[config.mk]
export PLATFORM = sky130hd
export DESIGN_NAME = issue_scheduler_flat
export DESIGN_NICKNAME = d
export VERILOG_FILES = /design/src/rtl/issue_scheduler_if.sv /design/src/rtl/issue_scheduler.sv /design/src/flat_wrapper.sv
export SDC_FILE = /design/constraint.sdc
export NUM_CORES = 1
export LEC_CHECK = 0
export CAP_MARGIN = 20
export CORE_AREA = 4 4 148 150
export DETAILED_ROUTE_END_ITERATION = 6
export DIE_AREA = 0 0 152 154
export PLACE_DENSITY_LB_ADDON = 0.12
export SETUP_SLACK_MARGIN = 0.4
export SYNTH_ARGS = -nofsm -noshare
export SYNTH_HDL_FRONTEND = slang
export SYNTH_SLANG_ARGS = --single-unit
export TNS_END_PERCENT = 30
[constraint.sdc]
create_clock -name clk -period 6.37 [get_ports clk]
set_input_delay 1.274 -clock clk [delete_from_list [all_inputs] [get_ports clk]]
set_output_delay 1.274 -clock clk [all_outputs]
set_load 0.02 [all_outputs]
[src/rtl/issue_scheduler_if.sv]
// Fetch-pair input, issue-slot output and statistics bundle for issue_scheduler.
// The scheduler takes the slave modport; the fetch/issue side takes master.
interface issue_scheduler_if #(
  parameter int CNT_W = 16
);
  logic             in_valid;
  logic             in_ready;
  logic [31:0]      in_pc_a;
  logic [31:0]      in_instr_a;
  logic             in_b_valid;
  logic [31:0]      in_pc_b;
  logic [31:0]      in_instr_b;
  logic             stall_in;
  logic             flush;
  logic             out_valid_a;
  logic [31:0]      out_pc_a;
  logic [31:0]      out_instr_a;
  logic             out_valid_b;
  logic [31:0]      out_pc_b;
  logic [31:0]      out_instr_b;
  logic [CNT_W-1:0] pair_cnt;
  logic [CNT_W-1:0] split_cnt;

  modport master (
    output in_valid, in_pc_a, in_instr_a, in_b_valid, in_pc_b, in_instr_b,
           stall_in, flush,
    input  in_ready, out_valid_a, out_pc_a, out_instr_a,
           out_valid_b, out_pc_b, out_instr_b, pair_cnt, split_cnt
  );

  modport slave (
    input  in_valid, in_pc_a, in_instr_a, in_b_valid, in_pc_b, in_instr_b,
           stall_in, flush,
    output in_ready, out_valid_a, out_pc_a, out_instr_a,
           out_valid_b, out_pc_b, out_instr_b, pair_cnt, split_cnt
  );
endinterface

[src/rtl/issue_scheduler.sv]
// Dual-issue scheduler: pairs fetched instructions or splits them on RAW/WAW,
// memory-port or control conflicts, holding the younger one for a cycle.
module issue_scheduler #(
  parameter int CNT_W = 16
) (
  input logic          clk,
  input logic          reset,
  issue_scheduler_if.slave bus
);

  typedef enum logic [0:0] {ST_PAIR, ST_HOLD} state_t;

  localparam logic [6:0] OP_R      = 7'b0110011;
  localparam logic [6:0] OP_I      = 7'b0010011;
  localparam logic [6:0] OP_LOAD   = 7'b0000011;
  localparam logic [6:0] OP_STORE  = 7'b0100011;
  localparam logic [6:0] OP_BRANCH = 7'b1100011;
  localparam logic [6:0] OP_JAL    = 7'b1101111;
  localparam logic [6:0] OP_JALR   = 7'b1100111;
  localparam logic [6:0] OP_LUI    = 7'b0110111;
  localparam logic [6:0] OP_AUIPC  = 7'b0010111;

  typedef struct packed {
    logic wr_rd;
    logic rd_rs1;
    logic rd_rs2;
    logic mem;
    logic ctrl;
  } op_class_t;

  function automatic op_class_t classify(input logic [6:0] op);
    op_class_t c;
    c = '0;
    c.wr_rd  = (op == OP_R) || (op == OP_I) || (op == OP_LOAD) || (op == OP_JAL) ||
               (op == OP_JALR) || (op == OP_LUI) || (op == OP_AUIPC);
    c.rd_rs1 = (op == OP_R) || (op == OP_I) || (op == OP_LOAD) || (op == OP_STORE) ||
               (op == OP_BRANCH) || (op == OP_JALR);
    c.rd_rs2 = (op == OP_R) || (op == OP_STORE) || (op == OP_BRANCH);
    c.mem    = (op == OP_LOAD) || (op == OP_STORE);
    c.ctrl   = (op == OP_BRANCH) || (op == OP_JAL) || (op == OP_JALR);
    return c;
  endfunction

  state_t           state_reg;
  logic             valid_a_reg;
  logic [31:0]      pc_a_reg;
  logic [31:0]      instr_a_reg;
  logic             valid_b_reg;
  logic [31:0]      pc_b_reg;
  logic [31:0]      instr_b_reg;
  logic [31:0]      hold_pc_reg;
  logic [31:0]      hold_instr_reg;
  logic [CNT_W-1:0] pair_cnt_reg;
  logic [CNT_W-1:0] split_cnt_reg;

  op_class_t  cls_a;
  op_class_t  cls_b;
  logic [4:0] rd_a;
  logic [4:0] rd_b;
  logic [4:0] rs1_b;
  logic [4:0] rs2_b;
  logic       raw_hit;
  logic       waw_hit;
  logic       split_next;

  always_comb begin
    cls_a   = classify(bus.in_instr_a[6:0]);
    cls_b   = classify(bus.in_instr_b[6:0]);
    rd_a    = bus.in_instr_a[11:7];
    rd_b    = bus.in_instr_b[11:7];
    rs1_b   = bus.in_instr_b[19:15];
    rs2_b   = bus.in_instr_b[24:20];
    // Writes to x0 are discarded, so they never create a dependency.
    raw_hit = cls_a.wr_rd && (rd_a != 5'd0) &&
              ((cls_b.rd_rs1 && (rs1_b == rd_a)) || (cls_b.rd_rs2 && (rs2_b == rd_a)));
    waw_hit = cls_a.wr_rd && cls_b.wr_rd && (rd_a != 5'd0) && (rd_a == rd_b);
    split_next = bus.in_b_valid &&
                 (raw_hit || waw_hit || (cls_a.mem && cls_b.mem) || cls_a.ctrl);
  end

  assign bus.in_ready = (state_reg == ST_PAIR) && !bus.stall_in && !bus.flush && !reset;

  always_ff @(posedge clk) begin
    if (reset) begin
      state_reg      <= ST_PAIR;
      valid_a_reg    <= 1'b0;
      pc_a_reg       <= '0;
      instr_a_reg    <= '0;
      valid_b_reg    <= 1'b0;
      pc_b_reg       <= '0;
      instr_b_reg    <= '0;
      hold_pc_reg    <= '0;
      hold_instr_reg <= '0;
      pair_cnt_reg   <= '0;
      split_cnt_reg  <= '0;
    end else if (bus.flush) begin
      state_reg   <= ST_PAIR;
      valid_a_reg <= 1'b0;
      valid_b_reg <= 1'b0;
    end else if (!bus.stall_in) begin
      case (state_reg)
        ST_PAIR: begin
          if (bus.in_valid) begin
            valid_a_reg <= 1'b1;
            pc_a_reg    <= bus.in_pc_a;
            instr_a_reg <= bus.in_instr_a;
            if (split_next) begin
              valid_b_reg    <= 1'b0;
              hold_pc_reg    <= bus.in_pc_b;
              hold_instr_reg <= bus.in_instr_b;
              state_reg      <= ST_HOLD;
              if (split_cnt_reg != '1) split_cnt_reg <= split_cnt_reg + CNT_W'(1);
            end else begin
              valid_b_reg <= bus.in_b_valid;
              pc_b_reg    <= bus.in_pc_b;
              instr_b_reg <= bus.in_instr_b;
              if (bus.in_b_valid && (pair_cnt_reg != '1))
                pair_cnt_reg <= pair_cnt_reg + CNT_W'(1);
            end
          end else begin
            valid_a_reg <= 1'b0;
            valid_b_reg <= 1'b0;
          end
        end
        ST_HOLD: begin
          valid_a_reg <= 1'b1;
          pc_a_reg    <= hold_pc_reg;
          instr_a_reg <= hold_instr_reg;
          valid_b_reg <= 1'b0;
          state_reg   <= ST_PAIR;
        end
        default: state_reg <= ST_PAIR;
      endcase
    end
  end

  assign bus.out_valid_a = valid_a_reg;
  assign bus.out_pc_a    = pc_a_reg;
  assign bus.out_instr_a = instr_a_reg;
  assign bus.out_valid_b = valid_b_reg;
  assign bus.out_pc_b    = pc_b_reg;
  assign bus.out_instr_b = instr_b_reg;
  assign bus.pair_cnt    = pair_cnt_reg;
  assign bus.split_cnt   = split_cnt_reg;

endmodule
[src/flat_wrapper.sv]
// flat-port wrapper written by rule: the top's interface ports become plain ports
module issue_scheduler_flat 
#(
  parameter int CNT_W = 16
)
  (clk, reset, bus_in_valid, bus_in_pc_a, bus_in_instr_a, bus_in_b_valid, bus_in_pc_b, bus_in_instr_b, bus_stall_in, bus_flush, bus_in_ready, bus_out_valid_a, bus_out_pc_a, bus_out_instr_a, bus_out_valid_b, bus_out_pc_b, bus_out_instr_b, bus_pair_cnt, bus_split_cnt);
  issue_scheduler_if #(.CNT_W(CNT_W)) bus_i ();
  input logic clk;
  input logic reset;
  input wire logic [$bits(bus_i.in_valid)-1:0] bus_in_valid;
  input wire logic [$bits(bus_i.in_pc_a)-1:0] bus_in_pc_a;
  input wire logic [$bits(bus_i.in_instr_a)-1:0] bus_in_instr_a;
  input wire logic [$bits(bus_i.in_b_valid)-1:0] bus_in_b_valid;
  input wire logic [$bits(bus_i.in_pc_b)-1:0] bus_in_pc_b;
  input wire logic [$bits(bus_i.in_instr_b)-1:0] bus_in_instr_b;
  input wire logic [$bits(bus_i.stall_in)-1:0] bus_stall_in;
  input wire logic [$bits(bus_i.flush)-1:0] bus_flush;
  output wire logic [$bits(bus_i.in_ready)-1:0] bus_in_ready;
  output wire logic [$bits(bus_i.out_valid_a)-1:0] bus_out_valid_a;
  output wire logic [$bits(bus_i.out_pc_a)-1:0] bus_out_pc_a;
  output wire logic [$bits(bus_i.out_instr_a)-1:0] bus_out_instr_a;
  output wire logic [$bits(bus_i.out_valid_b)-1:0] bus_out_valid_b;
  output wire logic [$bits(bus_i.out_pc_b)-1:0] bus_out_pc_b;
  output wire logic [$bits(bus_i.out_instr_b)-1:0] bus_out_instr_b;
  output wire logic [$bits(bus_i.pair_cnt)-1:0] bus_pair_cnt;
  output wire logic [$bits(bus_i.split_cnt)-1:0] bus_split_cnt;
  assign bus_i.in_valid = bus_in_valid;
  assign bus_i.in_pc_a = bus_in_pc_a;
  assign bus_i.in_instr_a = bus_in_instr_a;
  assign bus_i.in_b_valid = bus_in_b_valid;
  assign bus_i.in_pc_b = bus_in_pc_b;
  assign bus_i.in_instr_b = bus_in_instr_b;
  assign bus_i.stall_in = bus_stall_in;
  assign bus_i.flush = bus_flush;
  assign bus_in_ready = bus_i.in_ready;
  assign bus_out_valid_a = bus_i.out_valid_a;
  assign bus_out_pc_a = bus_i.out_pc_a;
  assign bus_out_instr_a = bus_i.out_instr_a;
  assign bus_out_valid_b = bus_i.out_valid_b;
  assign bus_out_pc_b = bus_i.out_pc_b;
  assign bus_out_instr_b = bus_i.out_instr_b;
  assign bus_pair_cnt = bus_i.pair_cnt;
  assign bus_split_cnt = bus_i.split_cnt;
  issue_scheduler #(.CNT_W(CNT_W)) u_core (.clk(clk), .reset(reset), .bus(bus_i));
endmodule
# Word level (Yosys, flattened, before mapping)
# Index checks and enable logic that the tools add are counted.
[word_totals]
reg_bits = 227
in_bits = 134
out_inout_bits = 163
word_cells = 101
[classes]
add_sub_neg = 2
n_eq_ne = 24
n_mux = 12
bitwise = 4
n_reduce_logical = 48
[op_table]
columns = ["cell", "n"]
rows = [
  ["case mux 32 bit (2 select lines)", 2],
  ["two-way mux 32 bit", 2],
  ["== test 7 x 6 -> 1 bit (second input constant)", 6],
  ["== test 7 bit (second input constant)", 6],
  ["adder 16 x 1 -> 16 bit (second input constant)", 2],
  ["!= test 16 bit (second input constant)", 2],
  ["== test 7 x 5 -> 1 bit (second input constant)", 4],
  ["logical OR 1 bit", 25],
  ["== test 5 bit", 3],
  ["== test 7 x 2 -> 1 bit (second input constant)", 2],
  ["logical AND 1 bit", 13],
  ["AND reduction 6 bit", 2],
  ["AND reduction 5 bit", 2],
  ["case mux 1 bit (2 select lines)", 3],
  ["two-way mux 1 bit", 5],
  ["nonzero test 5 bit", 1],
  ["NOT 1 bit", 4],
  ["logical NOT 1 bit", 3],
  ["AND reduction 3 bit", 1],
  ["!= test 2 bit (second input constant)", 1],
  ["OR reduction 2 bit", 1],
]

# Depth between registers and ports, before layout
# Gate-level depths: netlist (run 1).
[logic_depth]
word_depth = 17
ltp_mapped = 9
mapped_depth_nobuf = 7

# Least setup slack after synthesis (run 1)
# No wires, ideal clock.
[synth_path]
kind = "input to output"
start = "in reset"
end = "out bus_in_ready"
t_arrival_ns = 2.467
required_ns = 5.096
slack_ns = 2.629
cell_stages = 4
path_buffers = 3
cell_sequence = "clkbuf_1 clkbuf_1 clkbuf_1 nor4_1"
[synth_via]
elab_chain_cells = 2
[synth_lines]
columns = ["item", "line_no", "source"]
rows = [
  ["from (decl)", "flat_wrapper.sv:9", "input logic reset;"],
  ["logical NOT 1 bit", "issue_scheduler.sv:81", "assign bus.in_ready = (state_reg == ST_PAIR) && !bus.stall_in && !bus.flush && !reset;"],
  ["logical AND 1 bit", "issue_scheduler.sv:81", ""],
  ["to (decl)", "flat_wrapper.sv:18", "output wire logic [$bits(bus_i.in_ready)-1:0] bus_in_ready;"],
]
# Every way passes these cells.

# Worst setup path in the final report (run 1)
[layout_path]
start = "in bus_flush"
end = "out bus_in_ready"
[layout_via]
elab_chain_cells = 3
[layout_lines]
columns = ["item", "line_no", "source"]
rows = [
  ["from (decl)", "flat_wrapper.sv:17", "input wire logic [$bits(bus_i.flush)-1:0] bus_flush;"],
  ["logical NOT 1 bit", "issue_scheduler.sv:81", ""],
  ["logical AND 1 bit (2 in a row)", "issue_scheduler.sv:81", ""],
]
# Every way passes these cells.

==> results of run 1 <==
## through the flow
step | setup WS (ns) | hold WS, ns
2_1_floorplan | 2.63 | 0.452
3_3_place_gp | 1.98 | 0.457
3_5_place_dp | 1.90 | 0.462
4_1_cts | 2.27 | 0.474
5_1_grt | 2.20 | 0.488
6_report | 2.28 | 0.471
## power breakdown
| group | internal [W] | switching (W) |
|---|---|---|
| registers | 0.00146 | 0.0000185 |
| clock network | 0.000852 | 0.000567 |
| logic | 0.000199 | 0.000180 |
## synthesized netlist by cell type, types with 4 or more instances
cell / n
o22ai_1: 5
buf_4: 6
a211oi_1: 65
nor2_1: 87
and3_1: 7
o31a_1: 5
buf_6: 8
nand3_1: 23
and2_1: 4
mux2i_1: 193
nand4_1: 11
inv_1: 4
xor2_1: 13
nor2b_1: 19
clkbuf_1: 56
or4_1: 11
and4_1: 6
buf_1: 6
o21ai_0: 6
dfxtp_1: 227
a21oi_1: 15
nor3_1: 8
nor4_1: 6
buf_2: 8
nand2_1: 25
mux2_2: 15
nand2b_1: 194
o31ai_1: 9
## layer usage
metal	part of all wire (%)	wire (microns)	vias to the layer above	global-route usage, %
li1	-	-	4299	-
met1	44	12500	4043	29.8
met2	46	13200	271	37.4
met3	6.9	1970	49	6.05
met4	3.1	877	0	7.88
met5	0	0	-	0
## cell usage in the layout, fill, tap and decap left out, types with 8 or more instances in the layout
cell	synthesis	layout
a211oi_1	65	65
xor2_1	13	13
dfxtp_1	227	226
mux2i_1	193	193
clkbuf_16	0	25
nand2_1	25	25
nand4_1	11	11
clkbuf_8	0	8
nand2b_1	194	194
o31ai_1	9	9
nand3_1	23	23
or4_1	11	11
a21oi_1	15	15
mux2_2	15	15
nor2_1	87	87
nor2b_1	19	19
clkdlybuf4s50_1	0	295
## cell type report
cell class,count,area share [%]
Clock buffer,38,5.27
Multi-Input combinational cell,770,38.8
Clock inverter,6,0.411
Inverter,4,0.105
Sequential cell,227,31.7
Timing Repair Buffer,303,21.2
Tap cell,275,2.40
## cell families after synthesis
logic type	count (synthesis)	share of synthesized area [%]
simple gates	413	22.0
xor+xnor	15	1.25
fa+ha+maj	2	0.238
buf+inv	88	4.02
mux	209	20.1
flops	227	43.2
compound gates	131	9.18
## worst min-delay path by stage
stage / startpoint / end / slack (ns) / cells after the start
floorplan: u_core.hold_instr_reg[0] / u_core.hold_instr_reg[0] / 0.45 / 2
global placement: u_core.bus.out_pc_b[18] / u_core.bus.out_pc_b[18] / 0.46 / 2
detailed placement: u_core.bus.out_instr_b[18] / u_core.bus.out_instr_b[18] / 0.46 / 2
CTS: u_core.bus.out_instr_b[18] / u_core.bus.out_instr_b[18] / 0.47 / 2
global route: u_core.bus.out_pc_b[26] / u_core.bus.out_pc_b[26] / 0.49 / 2
finish: u_core.bus.out_pc_b[22] / u_core.bus.out_pc_b[22] / 0.47 / 2
## worst reg2reg max path, delay by kind of cell (launching register included)
| kind | cells | cell delay (ns) |
|---|---|---|
| compound gates | 2 | 0.94 |
| fa+ha+maj | 1 | 0.24 |
| flops | 1 | 0.34 |
| mux | 1 | 0.37 |
| simple gates | 3 | 0.62 |
==> impl_metrics.toml, run 1 <==
[sta]
finalCritPeriodShare_pct = 64.2
max-slew-margin-rel_pct = 26.4
rsz0062_at_grt = "no"
worst_slew_pin_slew_ns = 1.10
finalSetupViolations = 0
slew_violations = 0
hold_viol_final = 0
clock_skew_ns = 0.00819
period_needed_ns = 4.09
setup-tns-final_ns = 0
fmax_ghz = 0.244

[detailed_routing]
wl_microns = 28600
viasPerCell = 5.34
drt.antenna.violating_nets = 0
drcViolationCount = 0
routedWlPerCell_microns = 17.6
drt_iter0_drc = 357
firstDrtPassIters = 6
route.vias.total = 8662

[critical_path]
cp.required_ns = 5.10
r2r_start = "u_core.bus.split_cnt[0]"
end_kind = "output pin"
cpMostUsedCell = "clkdlybuf4s50_1"
r2r_end = "u_core.bus.split_cnt[0]"
critical_path.cell_chain = "clkdlybuf4s50_1, nor4_1, clkdlybuf4s50_1"
r2r_slack_ns = 3.74
critPathMaxFanout = 8
ff2ff_path_depth = 7
startpoint_type = "input pin"
cp_slowest_cell = "clkdlybuf4s50_1"
cp-startpoint = "bus_flush"
cp.depth = 3
endpoint = "bus_in_ready"
cp_top_family = "buffers and inverters"
slowest_delay_ns = 0.65
arrival_ns = 2.82
worstSetupPathType = "in2out"
crit_buf_inv = 2

[placement]
post_dp_cell_area_sq_mm = 0.0135
dp_hpwl_microns = 20000
dp_cells = 1579
gp_congestion = 0.855
portBuffers = 296

[final_layout]
num-fill-cells = 1682
areaGrowthSynthToFinish_pct = 36.2
drive_above_1_share_pct = 5.71
multi_input_area_sq_mm = 0.00556
diodes = 0
fin_cells = 1623
final_area_sq_mm = 0.0143
register_area_sq_mm = 0.00455
fin_util_pct = 69.2
nets = 1467

[cts]
cts_buffer_depth = 3
post_cts_resized = 0
numCtsBuffers = 25
clock_sinks = 227
clk_pin_slew_ns = 0.06
worstSkewPairLatency_ns = 0.51
cts_root_buf = "clkbuf_16"
cts_tree = "yes"
cts_max_level = 1
cts_setup_buffers = 0
cts-hold-fix-buffers = 0

[power_and_ir_drop]
p_leak_nw = 5.34
ir_drop_mv = 0.225
p_per_area_mw_per_mm2 = 229
totalPowerFinal_w = 0.00327

[grt]
grt-ovfl-total = 0
grt_max_degree = 135
antenna_found_initial = 0
grt_pass1_wl_microns = 44900
grt_use_total_pct = 23.0
first_global_vias = 8374

[synthesis]
yosys_most_used_dff = "dfxtp_1"
syn-cell-area_sq_mm = 0.0105
synthCells = 1085
yosys-top-cells-area = "dfxtp_1 43%, mux2i_1 18%, nand2b_1 12%"
synth-edff-count = 0
netlist-cell-type-count = 58
synth-async-reset-ratio_pct = 0
synth_top_area_cell = "dfxtp_1"
synthDominantCellAreaShare_pct = 43.2
ys_ff_latch = 227
synthesis.nets = 1221
yosysWarningCount = 0
syn_area_per_cell_sq_um = 9.69
seq_area_frac_synth_pct = 43.2

[die]
die_w_microns = 152
num_rows = 53
core-area_sq_mm = 0.0207
dieArea_sq_mm = 0.0234
start_util_pct = 50.8
die_h_microns = 154
boundaryPins = 297

[min_path]
hold_class = "reg2reg"

[run_status]
status = "finished clean"

[run]
cap_violations = 0
Note: power is estimated with default switching activity, not from simulation.
==> run 2, diff against run 1 <==
--- a/config.mk
+++ b/config.mk
@@ -6,9 +6,9 @@
 export NUM_CORES = 1
 export LEC_CHECK = 0
 export CAP_MARGIN = 20
-export CORE_AREA = 4 4 148 150
+export CORE_AREA = 4 4 154 156
 export DETAILED_ROUTE_END_ITERATION = 6
-export DIE_AREA = 0 0 152 154
+export DIE_AREA = 0 0 158 160
 export PLACE_DENSITY_LB_ADDON = 0.12
 export SETUP_SLACK_MARGIN = 0.4
 export SYNTH_ARGS = -nofsm -noshare
==> constraint.sdc (replaced) <==
create_clock -name clk -period 3.9 [get_ports clk]
set_input_delay 0.78 -clock clk [delete_from_list [all_inputs] [get_ports clk]]
set_output_delay 0.78 -clock clk [all_outputs]
set_load 0.02 [all_outputs]
==> run 2 against run 1 <==
  * Clock power is 70% higher
  * Non-clock buffer count is 6 higher
  * Final area up 0.75%
  * Routed wire length is 0.72% higher
  * Core utilization fell by 4.7 points
  * Clock skew is 0.0010 ns lower
  * Total power is 66% higher
  * Final cell count increased by 0.86%
  * Via count decreased by 1.1%
  * Global-route usage down 1.3 points
==> impl_metrics.toml, run 2 (synthesized netlist as in run 1, its figures left out) <==
[run_status]
status = "finished clean"

[final_layout]
diodes = 0
layout_commonest_cell = "clkdlybuf4s50_1"
fin_util_pct = 64.5
nets = 1473
register_area_sq_mm = 0.00455
drive_above_1_share_pct = 6.14
num-fill-cells = 1832
areaGrowthSynthToFinish_pct = 37.2
multi_input_area_sq_mm = 0.00556
final_cell_mix = "295 x clkdlybuf4s50_1, 226 x dfxtp_1, 194 x nand2b_1"

[cts]
worstSkewPairLatency_ns = 0.52
clk_pin_slew_ns = 0.06
cts_tree = "yes"
clock_sinks = 227
numCtsBuffers = 25
cts_root_buf = "clkbuf_16"
cts_buffer_depth = 3
post_cts_resized = 0
cts_setup_buffers = 0
cts-hold-fix-buffers = 0
cts_max_level = 1

[sta]
finalSetupViolations = 0
setup-tns-final_ns = 0
worst_slew_pin_slew_ns = 1.03
rsz0062_at_grt = "no"
hold_viol_final = 0
clock_skew_ns = 0.00715
max-slew-margin-rel_pct = 31.1
slew_violations = 0
finalCritPeriodShare_pct = 85.1
period_needed_ns = 3.32
fmax_ghz = 0.301

[critical_path]
ff2ff_path_depth = 8
arrival_ns = 2.54
r2r_end = "u_core.bus.split_cnt[4]"
cp-startpoint = "bus_stall_in"
critPathMaxFanout = 7
startpoint_type = "input pin"
end_kind = "output pin"
worstSetupPathType = "in2out"
r2r_start = "u_core.bus.split_cnt[0]"
cp.required_ns = 3.12
r2r_slack_ns = 1.49
endpoint = "bus_in_ready"

[detailed_routing]
firstDrtPassIters = 5
drt_iter0_drc = 446
wl_microns = 28800
route.vias.total = 8563
routedWlPerCell_microns = 17.6
drcViolationCount = 0
viasPerCell = 5.23
drt.antenna.violating_nets = 0

[die]
die_h_microns = 160
dieArea_sq_mm = 0.0253
boundaryPins = 297
start_util_pct = 47.0
core-area_sq_mm = 0.0224
num_rows = 55
die_w_microns = 158

[placement]
dp_hpwl_microns = 19800
portBuffers = 296
gp_congestion = 0.838

[run]
cap_violations = 0

[grt]
grt_pass1_wl_microns = 45000
grt_use_total_pct = 21.7
antenna_found_initial = 0
grt-ovfl-total = 0
first_global_vias = 8373
grt_max_degree = 310

[power_and_ir_drop]
ir_drop_mv = 0.278
p_leak_nw = 5.39
p_per_area_mw_per_mm2 = 377

[min_path]
hold_class = "reg2reg"
run 2: report_power, final:
| group | total, W | switching, W | internal [W] |
|---|---|---|---|
| logic | 0.000623 | 0.000294 | 0.000330 |
| registers | 0.00241 | 0.0000306 | 0.00238 |
| clock network | 0.00241 | 0.000933 | 0.00148 |
| total | 0.00544 | 0.00126 | 0.00419 |
run 2: how the worst min path moves through the flow:
stage | from | end | slack, ns | depth (start not counted)
final | u_core.bus.out_pc_b[7] | u_core.bus.out_pc_b[7] | 0.47 | 2
after global routing | u_core.bus.out_pc_b[10] | u_core.bus.out_pc_b[10] | 0.49 | 2
after CTS | u_core.bus.out_instr_b[3] | u_core.bus.out_instr_b[3] | 0.48 | 2
after detailed placement | u_core.bus.out_pc_b[4] | u_core.bus.out_pc_b[4] | 0.46 | 2
after global placement | u_core.bus.out_instr_b[15] | u_core.bus.out_instr_b[15] | 0.46 | 2
after floorplan | u_core.hold_instr_reg[0] | u_core.hold_instr_reg[0] | 0.45 | 2
run 2: critical path: stages:
cell and delay [ns]:
clkdlybuf4s50_1 0.46, buf_4 0.18, nor4_1 0.42, clkdlybuf4s50_1 0.69
run 2: per-layer routing:
layer / vias to the layer above / part of all wire (%) / track usage [%] / wire [microns]
met5: - / 0 / 0 / 0
li1: 4321 / - / - / -
met2: 248 / 46 / 35.3 / 13300
met4: 0 / 2.5 / 6.01 / 706
met1: 3952 / 44 / 28.3 / 12600
met3: 42 / 7.5 / 6.07 / 2170
run 2: per-stage QoR:
step / hold WS [ns] / power (W) / cell area, sq um / worst slack, ns / std cells
2_1_floorplan: 0.452 / 0.00276 / 10500 / 1.15 / 1085
3_3_place_gp: 0.458 / 0.00308 / 13600 / 0.487 / 1595
3_5_place_dp: 0.461 / 0.00308 / 13600 / 0.389 / 1595
4_1_cts: 0.475 / 0.00551 / 14400 / 0.625 / 1637
5_1_grt: 0.492 / 0.00564 / 14400 / 0.566 / 1637
6_report: 0.470 / 0.00544 / 14400 / 0.580 / 1637
run 2: area by class of cell:
type                    instances  share of cell area [%]
clock buffers                  34                    4.98
clock inverters                 8                   0.824
inverters                       4                   0.104
multi-input cells             770                    38.5
flip-flops and latches        227                    31.5
well taps                     285                    2.47
repair buffers                309                    21.6
